--- config.mk ---
export PLATFORM = sky130hd
export DESIGN_NAME = input_conditioner_flat
export DESIGN_NICKNAME = d
export VERILOG_FILES = /design/src/rtl/input_conditioner_pkg.sv /design/src/rtl/input_conditioner_if.sv /design/src/rtl/input_conditioner_debounce_channel.sv /design/src/rtl/input_conditioner.sv /design/src/flat_wrapper.sv
export SDC_FILE = /design/constraint.sdc
export NUM_CORES = 1
export LEC_CHECK = 0
export CAP_MARGIN = 30
export CORE_MARGIN = 3
export CORE_UTILIZATION = 50
export CTS_CLUSTER_DIAMETER = 50
export DETAILED_ROUTE_END_ITERATION = 16
export PLACE_DENSITY_LB_ADDON = 0.1
export SYNTH_ARGS = -nofsm -noshare
export SYNTH_HDL_FRONTEND = slang
export SYNTH_HIERARCHICAL = 1
export SYNTH_SLANG_ARGS = --single-unit
--- constraint.sdc ---
create_clock -name clk -period 4.6 [get_ports clk]
set_input_delay 0.69 -clock clk [delete_from_list [all_inputs] [get_ports clk]]
set_output_delay 0.69 -clock clk [all_outputs]
set_load 0.02 [all_outputs]
--- src/rtl/input_conditioner_pkg.sv ---
// input_cond_pkg: shared types and helpers for the input conditioner.
//   cond_state_t : per-channel debounce FSM state
//   cnt_width()  : counter width able to hold 0..max_val (at least 1 bit)
//   max_int()    : larger of two integers, used when sizing the repeat counter
// Optional feature macro used by the design: INPUT_COND_REPEAT_EN.
package input_cond_pkg;

    typedef enum logic [1:0] {
        RELEASED  = 2'd0,
        ARMING    = 2'd1,
        PRESSED   = 2'd2,
        DISARMING = 2'd3
    } cond_state_t;

    function automatic int cnt_width(input int max_val);
        return (max_val < 1) ? 1 : $clog2(max_val + 1);
    endfunction

    function automatic int max_int(input int a, input int b);
        return (a > b) ? a : b;
    endfunction

endpackage

--- src/rtl/input_conditioner_if.sv ---
// input_conditioner_if: pin-side and game-logic-side signals of the conditioner.
//   raw       : asynchronous pin inputs (driven by the master)
//   level     : debounced, normalised state, 1 = pressed
//   rise/fall : one-cycle pulses on accepted press/release
//   press     : one-cycle pulse on rise, plus hold-to-repeat pulses when
//               INPUT_COND_REPEAT_EN is defined
//   state_dbg : per-channel FSM state, 2 bits per channel (channel i at [2i+:2])
// Handshake: there is none; raw is a free-running level, the outputs are
// registered levels/pulses valid on every clock, and no ready/back-pressure exists.
interface input_conditioner_if #(
    parameter int CHANNELS = 5
);
    logic [CHANNELS-1:0]   raw;
    logic [CHANNELS-1:0]   level;
    logic [CHANNELS-1:0]   rise;
    logic [CHANNELS-1:0]   fall;
    logic [CHANNELS-1:0]   press;
    logic [2*CHANNELS-1:0] state_dbg;

    modport master (
        output raw,
        input  level, rise, fall, press, state_dbg
    );

    modport slave (
        input  raw,
        output level, rise, fall, press, state_dbg
    );
endinterface

--- src/rtl/input_conditioner_debounce_channel.sv ---
// debounce_channel: one push-button channel.
//   Polarity-normalises raw, synchronises it through two flops, debounces it
//   with a four-state FSM and produces registered level/rise/fall/press.
// Ports:
//   clk, reset (sync, active high), raw (async pin)
//   level, rise, fall, press (registered outputs), state (FSM debug)
// Macro: INPUT_COND_REPEAT_EN adds the hold-to-repeat counter on press.
module debounce_channel
    import input_cond_pkg::*;
#(
    parameter int DEBOUNCE_CYCLES = 500000,
    parameter int REPEAT_DELAY    = 25000000,
    parameter int REPEAT_PERIOD   = 5000000,
    parameter bit ACTIVE_LOW      = 1'b0
) (
    input  logic        clk,
    input  logic        reset,
    input  logic        raw,
    output logic        level,
    output logic        rise,
    output logic        fall,
    output logic        press,
    output cond_state_t state
);

    if (DEBOUNCE_CYCLES < 1 || REPEAT_DELAY < 1 || REPEAT_PERIOD < 1) begin : g_param_check
        $error("debounce_channel: DEBOUNCE_CYCLES, REPEAT_DELAY and REPEAT_PERIOD must be >= 1");
    end

    localparam int               CNT_W   = cnt_width(DEBOUNCE_CYCLES);
    localparam logic [CNT_W-1:0] CNT_MAX = CNT_W'(DEBOUNCE_CYCLES);
    localparam logic [CNT_W-1:0] CNT_ONE = CNT_W'(1);

    logic             sync_q1;
    logic             sync_q2;
    logic [CNT_W-1:0] cnt;

`ifdef INPUT_COND_REPEAT_EN
    localparam int               RPT_W     = cnt_width(max_int(REPEAT_DELAY, REPEAT_PERIOD));
    localparam logic [RPT_W-1:0] RPT_FIRST = RPT_W'(REPEAT_DELAY - 1);
    localparam logic [RPT_W-1:0] RPT_NEXT  = RPT_W'(REPEAT_PERIOD - 1);
    localparam logic [RPT_W-1:0] RPT_ONE   = RPT_W'(1);

    logic [RPT_W-1:0] rpt_cnt;
    logic             rpt_periodic;  // first repeat already issued
    logic             rpt_due;
    logic             held_stay;     // channel remains held after this edge

    always_comb begin
        rpt_due   = rpt_periodic ? (rpt_cnt == RPT_NEXT) : (rpt_cnt == RPT_FIRST);
        // The release-accept edge is excluded so no press lands on the fall cycle.
        held_stay = (state == PRESSED) ||
                    ((state == DISARMING) && (sync_q2 || (cnt != CNT_MAX)));
    end
`endif

    always_ff @(posedge clk) begin
        if (reset) begin
            sync_q1 <= 1'b0;
            sync_q2 <= 1'b0;
            state   <= RELEASED;
            cnt     <= '0;
            level   <= 1'b0;
            rise    <= 1'b0;
            fall    <= 1'b0;
            press   <= 1'b0;
`ifdef INPUT_COND_REPEAT_EN
            rpt_cnt      <= '0;
            rpt_periodic <= 1'b0;
`endif
        end else begin
            sync_q1 <= raw ^ ACTIVE_LOW;
            sync_q2 <= sync_q1;
            rise    <= 1'b0;
            fall    <= 1'b0;
            press   <= 1'b0;

            case (state)
                RELEASED: begin
                    if (sync_q2) begin
                        state <= ARMING;
                        cnt   <= CNT_ONE;
                    end
                end
                ARMING: begin
                    if (!sync_q2) begin
                        state <= RELEASED;
                        cnt   <= '0;
                    end else if (cnt == CNT_MAX) begin
                        state <= PRESSED;
                        cnt   <= '0;
                        level <= 1'b1;
                        rise  <= 1'b1;
                        press <= 1'b1;
                    end else begin
                        cnt <= cnt + CNT_ONE;
                    end
                end
                PRESSED: begin
                    if (!sync_q2) begin
                        state <= DISARMING;
                        cnt   <= CNT_ONE;
                    end
                end
                DISARMING: begin
                    if (sync_q2) begin
                        // Bounce back to held: silent, repeat timing continues.
                        state <= PRESSED;
                        cnt   <= '0;
                    end else if (cnt == CNT_MAX) begin
                        state <= RELEASED;
                        cnt   <= '0;
                        level <= 1'b0;
                        fall  <= 1'b1;
                    end else begin
                        cnt <= cnt + CNT_ONE;
                    end
                end
                default: begin
                    state <= RELEASED;
                    cnt   <= '0;
                end
            endcase

`ifdef INPUT_COND_REPEAT_EN
            if (held_stay) begin
                if (rpt_due) begin
                    press        <= 1'b1;
                    rpt_cnt      <= '0;
                    rpt_periodic <= 1'b1;
                end else begin
                    rpt_cnt <= rpt_cnt + RPT_ONE;
                end
            end else begin
                // Cleared while released/arming, so the rise edge starts from zero.
                rpt_cnt      <= '0;
                rpt_periodic <= 1'b0;
            end
`endif
        end
    end

endmodule

--- src/rtl/input_conditioner.sv ---
// input_conditioner: multi-channel push-button conditioner (top).
//   One debounce_channel per input; each channel is independent.
// Ports:
//   clk   : system clock
//   reset : synchronous, active-high reset
//   bus   : input_conditioner_if.slave (raw in; level/rise/fall/press/state_dbg out)
// Macro: INPUT_COND_REPEAT_EN enables hold-to-repeat press pulses; without it
// press equals rise and the REPEAT_* parameters have no effect on behaviour.
module input_conditioner
    import input_cond_pkg::*;
#(
    parameter int                  CHANNELS        = 5,
    parameter int                  DEBOUNCE_CYCLES = 500000,
    parameter int                  REPEAT_DELAY    = 25000000,
    parameter int                  REPEAT_PERIOD   = 5000000,
    parameter logic [CHANNELS-1:0] ACTIVE_LOW      = '0
) (
    input logic                clk,
    input logic                reset,
    input_conditioner_if.slave bus
);

    for (genvar i = 0; i < CHANNELS; i++) begin : g_ch
        cond_state_t ch_state;

        debounce_channel #(
            .DEBOUNCE_CYCLES (DEBOUNCE_CYCLES),
            .REPEAT_DELAY    (REPEAT_DELAY),
            .REPEAT_PERIOD   (REPEAT_PERIOD),
            .ACTIVE_LOW      (ACTIVE_LOW[i])
        ) u_ch (
            .clk   (clk),
            .reset (reset),
            .raw   (bus.raw[i]),
            .level (bus.level[i]),
            .rise  (bus.rise[i]),
            .fall  (bus.fall[i]),
            .press (bus.press[i]),
            .state (ch_state)
        );

        assign bus.state_dbg[2*i +: 2] = ch_state;
    end

endmodule

--- src/flat_wrapper.sv ---
// flat-port wrapper written by rule: the top's interface ports become plain ports
module input_conditioner_flat import input_cond_pkg::*;
#(
    parameter int                  CHANNELS        = 5,
    parameter int                  DEBOUNCE_CYCLES = 500000,
    parameter int                  REPEAT_DELAY    = 25000000,
    parameter int                  REPEAT_PERIOD   = 5000000,
    parameter logic [CHANNELS-1:0] ACTIVE_LOW      = '0
)
  (clk, reset, bus_raw, bus_level, bus_rise, bus_fall, bus_press, bus_state_dbg);
  input_conditioner_if #(.CHANNELS(CHANNELS)) bus_i ();
  input logic clk;
  input logic reset;
  input wire logic [$bits(bus_i.raw)-1:0] bus_raw;
  output wire logic [$bits(bus_i.level)-1:0] bus_level;
  output wire logic [$bits(bus_i.rise)-1:0] bus_rise;
  output wire logic [$bits(bus_i.fall)-1:0] bus_fall;
  output wire logic [$bits(bus_i.press)-1:0] bus_press;
  output wire logic [$bits(bus_i.state_dbg)-1:0] bus_state_dbg;
  assign bus_i.raw = bus_raw;
  assign bus_level = bus_i.level;
  assign bus_rise = bus_i.rise;
  assign bus_fall = bus_i.fall;
  assign bus_press = bus_i.press;
  assign bus_state_dbg = bus_i.state_dbg;
  input_conditioner #(.CHANNELS(CHANNELS), .DEBOUNCE_CYCLES(DEBOUNCE_CYCLES), .REPEAT_DELAY(REPEAT_DELAY), .REPEAT_PERIOD(REPEAT_PERIOD), .ACTIVE_LOW(ACTIVE_LOW)) u_core (.clk(clk), .reset(reset), .bus(bus_i));
endmodule
# ---- After elaboration in Yosys (flattened, before gate mapping)
# Cells that the tools add are included.
dict set report totals {
  wordCells 245
  out_inout_bits 30
  in_bits 7
  ff_bits 130
}
dict set report classes {
  eq_ne 60
  bitwise_logic 15
  n_addsub 5
  muxes 95
  n_reduce_logical 35
}
# op count
set op_table {}
lappend op_table {{$mux 19} 25}
lappend op_table {{$pmux 19 s4} 5}
lappend op_table {{$add 19x1->19 const B} 5}
lappend op_table {{$eq 19x19->1 const B} 5}
lappend op_table {{$mux 2} 30}
lappend op_table {{$ne 2x2->1 const B} 30}
lappend op_table {{$pmux 2 s4} 5}
lappend op_table {{$ne 3x3->1 const B} 10}
lappend op_table {{$reduce_or 3->1} 10}
lappend op_table {{$mux 1} 25}
lappend op_table {{$reduce_and 5->1} 5}
lappend op_table {{$eq 2x2->1 const B} 10}
lappend op_table {{$reduce_and 4->1} 5}
lappend op_table {{$not 1->1} 15}
lappend op_table {{$eq 2x1->1 const B} 5}
lappend op_table {{$logic_not 2->1} 5}
lappend op_table {{$pmux 1 s2} 5}
lappend op_table {{$reduce_and 2->1} 5}
lappend op_table {{$reduce_bool 2->1} 5}

# ---- Longest topological paths before layout
dict set report logic_depth {
  word_depth 4
  depth_mapped 8
  depth_no_buf 7
}

# ---- Cells and area by module
# Netlist, hierarchy kept.
# mod area_per_inst_um2 cells_per_inst instances
set modules_own_cells {}
lappend modules_own_cells {{debounce_channel (u_core.g_ch[0].u_ch ...)} 1502.7 190 4}
lappend modules_own_cells {{debounce_channel (u_core.g_ch[4].u_ch)} 1346.3 157 1}

# ---- Worst setup path before layout
# Ideal clock, no wire load.
dict set report synth_timing {
  path_type {in2reg}
  startpoint {input port reset}
  endpoint {register u_core.g_ch[0].u_ch.cnt[12]}
  arrival_ns 1.706
  required_ns 4.504
  setup_ns 0.096
  cell_stages 6
  slack_ns 2.798
  cell_sequence {nand2b_1 > buf_1 > nor2_4 > o21ai_1 > buf_2 > o41ai_2}
}
# element line
set synth_rtl {}
lappend synth_rtl {{start, declared} flat_wrapper.sv:13} ;# input logic reset;
lappend synth_rtl {{end signal, assigned} input_conditioner_debounce_channel.sv:96} ;# cnt <= cnt + CNT_ONE;
lappend synth_rtl {{end signal, assigned} input_conditioner_debounce_channel.sv:116} ;# cnt <= cnt + CNT_ONE;
lappend synth_rtl {{end, declared} input_conditioner_debounce_channel.sv:36} ;# logic [CNT_W-1:0] cnt;

==> metrics <==
Compound-Gate Fraction of Synth Area 20.4%; gpl congestion 0.962; Synth Register Bits 130; row count 43; GRT Total Usage ~23%; Synth Area in XOR/XNOR under 10%; clk sinks 130; Sum Neg Setup Slack 0 ns; # fillers around 1.3k; Post-synth ARST share 0%; clock power share roughly half; RSZ-0062 raised after global routing no; leak pwr between 2 and 2.5 nW; Power per Cell Area between 300 and 400 nW/µm²; Fin. Hold Viols 0; largest net degree at the start of global routing 34; layout cells sized above 1 approximately 6%; PortBufs 36; Worst Hold Class register to register; sequential share of the synthesized area a little over a third; total power roughly 2.5 mW; H-tree levels 4; minimum clock period 2.42 ns; area of the core ~14000 µm²; Synth cell types 56; post-route ant nets 0; final core utilization between 50% and 60%; Avg Cell Area, Syn ~8 µm²; internal power 1.92 mW; Comb power frac under 10%; Slew Limit Fails 0; area growth from synthesis to layout 11.2%; first-pass GRT wire length approximately 32000 µm; DRT Pass-1 Iters 7; adder-cell share of the synthesized area under 10%; Flop pwr share about 47%; crit share post-route a little over half; clk_lat worst skew 0.42 ns; worst slew pin tran between 0.9 and 1 ns; Max clock buf depth 2; routed wire length 19000 µm; initial drt markers 684; initial antenna violation count 0; Worst Path Max Fanout 29; Reg clk slew, reported paths approximately 0.060 ns; Mapped Cells 917; post-synthesis mux area share 1.36%; switch share 22.2%; Setup Skew slightly below 0.007 ns; Antenna diodes 0; Max-cap violations 0; area fraction of the dominant cell type after synthesis 35.4%; Post-CTS Setup Bufs 0; Critical Path Source Type input port; Mapped Nets around 930; Critical Path RT 4.86 ns; worst rel slew slack between 30 and 40%; DR vias roughly 7.3k; Worst Path Class, Setup input port to register; Ports 37; CTS resizes 0; outcome finished clean; data arrival time of the critical path 2.68 ns; top area cells in the synthesized netlist dfxtp_1 (35%), nand3_1 (5.3%), nand2_1 (4.2%); nature of the critical path endpoint register; NetSw approximately 0.55 mW; DP Cell Count approximately 1.1k; Non-Filler Instances ~1.1k; Primary FF master, synth dfxtp_1; CTS Buf Count 17; Fin Hold WS about 0.44 ns; Residual DRC 0; VDD IR-drop max 248 µV; number of global-route vias before repair between 6k and 7k; Starting Density 52.0%; Final Net Count 927; GRT overflow 0; post-DR wirelength/cell roughly 17 µm; Yosys top cell by area dfxtp_1; post-synthesis simple-gate area fraction between 30% and 40%; Hold-fix buffers, CTS 0; full die area 16200 µm²; Cell Area, Synth 7360 µm²; DIE WIDTH around 130 µm; Chip Height between 100 and 150 µm; final setup fails 0; CTS Root Cell clkbuf_16; vias per cell 6.66; synth warn 6; hpwl dp between 10000 and 15000 µm; Post-synth EDFFs 0; largest family of logic cells by synthesized area simple AND/OR/NAND/NOR gates; fmax roughly 410 MHz; CTS tree yes
## cell families after synthesis
logic type,count (synthesis)
adder cells (fa/ha/maj),10
AO/OA/AOI/OAI,214
flip-flops,130
AND/OR/NAND/NOR,433
multiplexers,10
buffers and inverters,110
XOR/XNOR,10
## synth_stat cells, drive strengths merged (6+ instances only)
cell / instances
buf: 36
a21oi: 31
clkbuf: 32
nor4b: 14
nor2: 57
or3: 6
and3: 14
and4: 15
nand4: 43
nand3: 78
a311oi: 8
mux2i: 10
nor2b: 20
nor3b: 6
dfxtp: 130
a41oi: 7
ha: 10
or2: 8
a22oi: 16
o31ai: 17
nand2: 83
or4: 16
nor3: 22
o21ai: 60
o211ai: 8
o311ai: 12
inv: 42
a32oi: 20
a31oi: 15
nand2b: 11
nor4: 29
## layout make-up
class                           instances  area (µm²)  share of cell area (%)
Clock inverter                          8        65.1                   0.795
Clock buffer                           21         450                    5.51
Multi-Input combinational cell        677        4280                    52.3
Sequential cell                       130        2600                    31.8
Tap cell                              180         225                    2.75
Inverter                               42         158                    1.93
Timing Repair Buffer                   42         400                    4.89
## state kept, by name, indices dropped and copies added (netlist names), named ones only
name / count
u_core/g_ch.u_ch/cnt: 95
u_core/g_ch.u_ch/fall: 5
u_core/g_ch.u_ch/level: 5
u_core/g_ch.u_ch/press: 5
u_core/g_ch.u_ch/state: 5
u_core/g_ch.u_ch/sync_q1: 5
u_core/g_ch.u_ch/sync_q2: 5
## metal layers
| metal | share of wire [%] | GRT usage (%) |
|---|---|---|
| met1 | 45 | 32.2 |
| met2 | 45 | 35.4 |
| met3 | 8.7 | 5.06 |
| met4 | 1.7 | 8.71 |
| met5 | 0 | 0 |
## through the flow
step | setup slack (ns) | instance area (µm²)
3_5_place_dp | 1.79 | 7660
5_1_grt | 2.06 | 8180
2_1_floorplan | 2.80 | 7360
4_1_cts | 2.23 | 8180
6_report | 2.18 | 8180
3_3_place_gp | 1.90 | 7650
## critical path: stages
cell	delay, ns
buf_2	0.42
buf_4	0.40
nand2b_1	0.36
nor2_4	0.11
o21ai_1	0.49
o21ai_1	0.18
## path summary, 6_finish.rpt
| check | start | to | slack [ns] | depth (start not counted) |
|---|---|---|---|---|
| setup reg to reg | u_core/g_ch[3].u_ch/cnt[0] | u_core/g_ch[3].u_ch/cnt[3] | 2.27 | 6 |
| hold reg to reg | u_core/g_ch[4].u_ch/sync_q1 | u_core/g_ch[4].u_ch/sync_q2 | 0.44 | 1 |
| setup / recovery | reset | u_core/g_ch[2].u_ch/cnt[6] | 2.18 | 6 |
| hold / removal | u_core/g_ch[4].u_ch/sync_q1 | u_core/g_ch[4].u_ch/sync_q2 | 0.44 | 1 |
## layout by cell type, fill, tap and decap left out, types with 21 or more instances in the layout
cell             Yosys  final
dfxtp_1            130    130
nand2_1             83     83
nand3_1             78     78
nor2_1              49     49
inv_1               42     42
nand4_1             42     42
o21ai_1             39     39
clkdlybuf4s50_1      0     35
a21oi_1             30     30
nor4_1              29     29
o21ai_0             21     21
## power by group through the flow
stage / logic (mW) / registers (mW) / clock network [mW]
global route: 0.119 / 1.16 / 1.29
detailed placement: 0.108 / 1.18 / 0
floorplan: 0.0601 / 1.18 / 0
global placement: 0.104 / 1.18 / 0
finish: 0.109 / 1.16 / 1.21
CTS: 0.108 / 1.16 / 1.23
No activity file was read; power rests on OpenSTA's default activity.
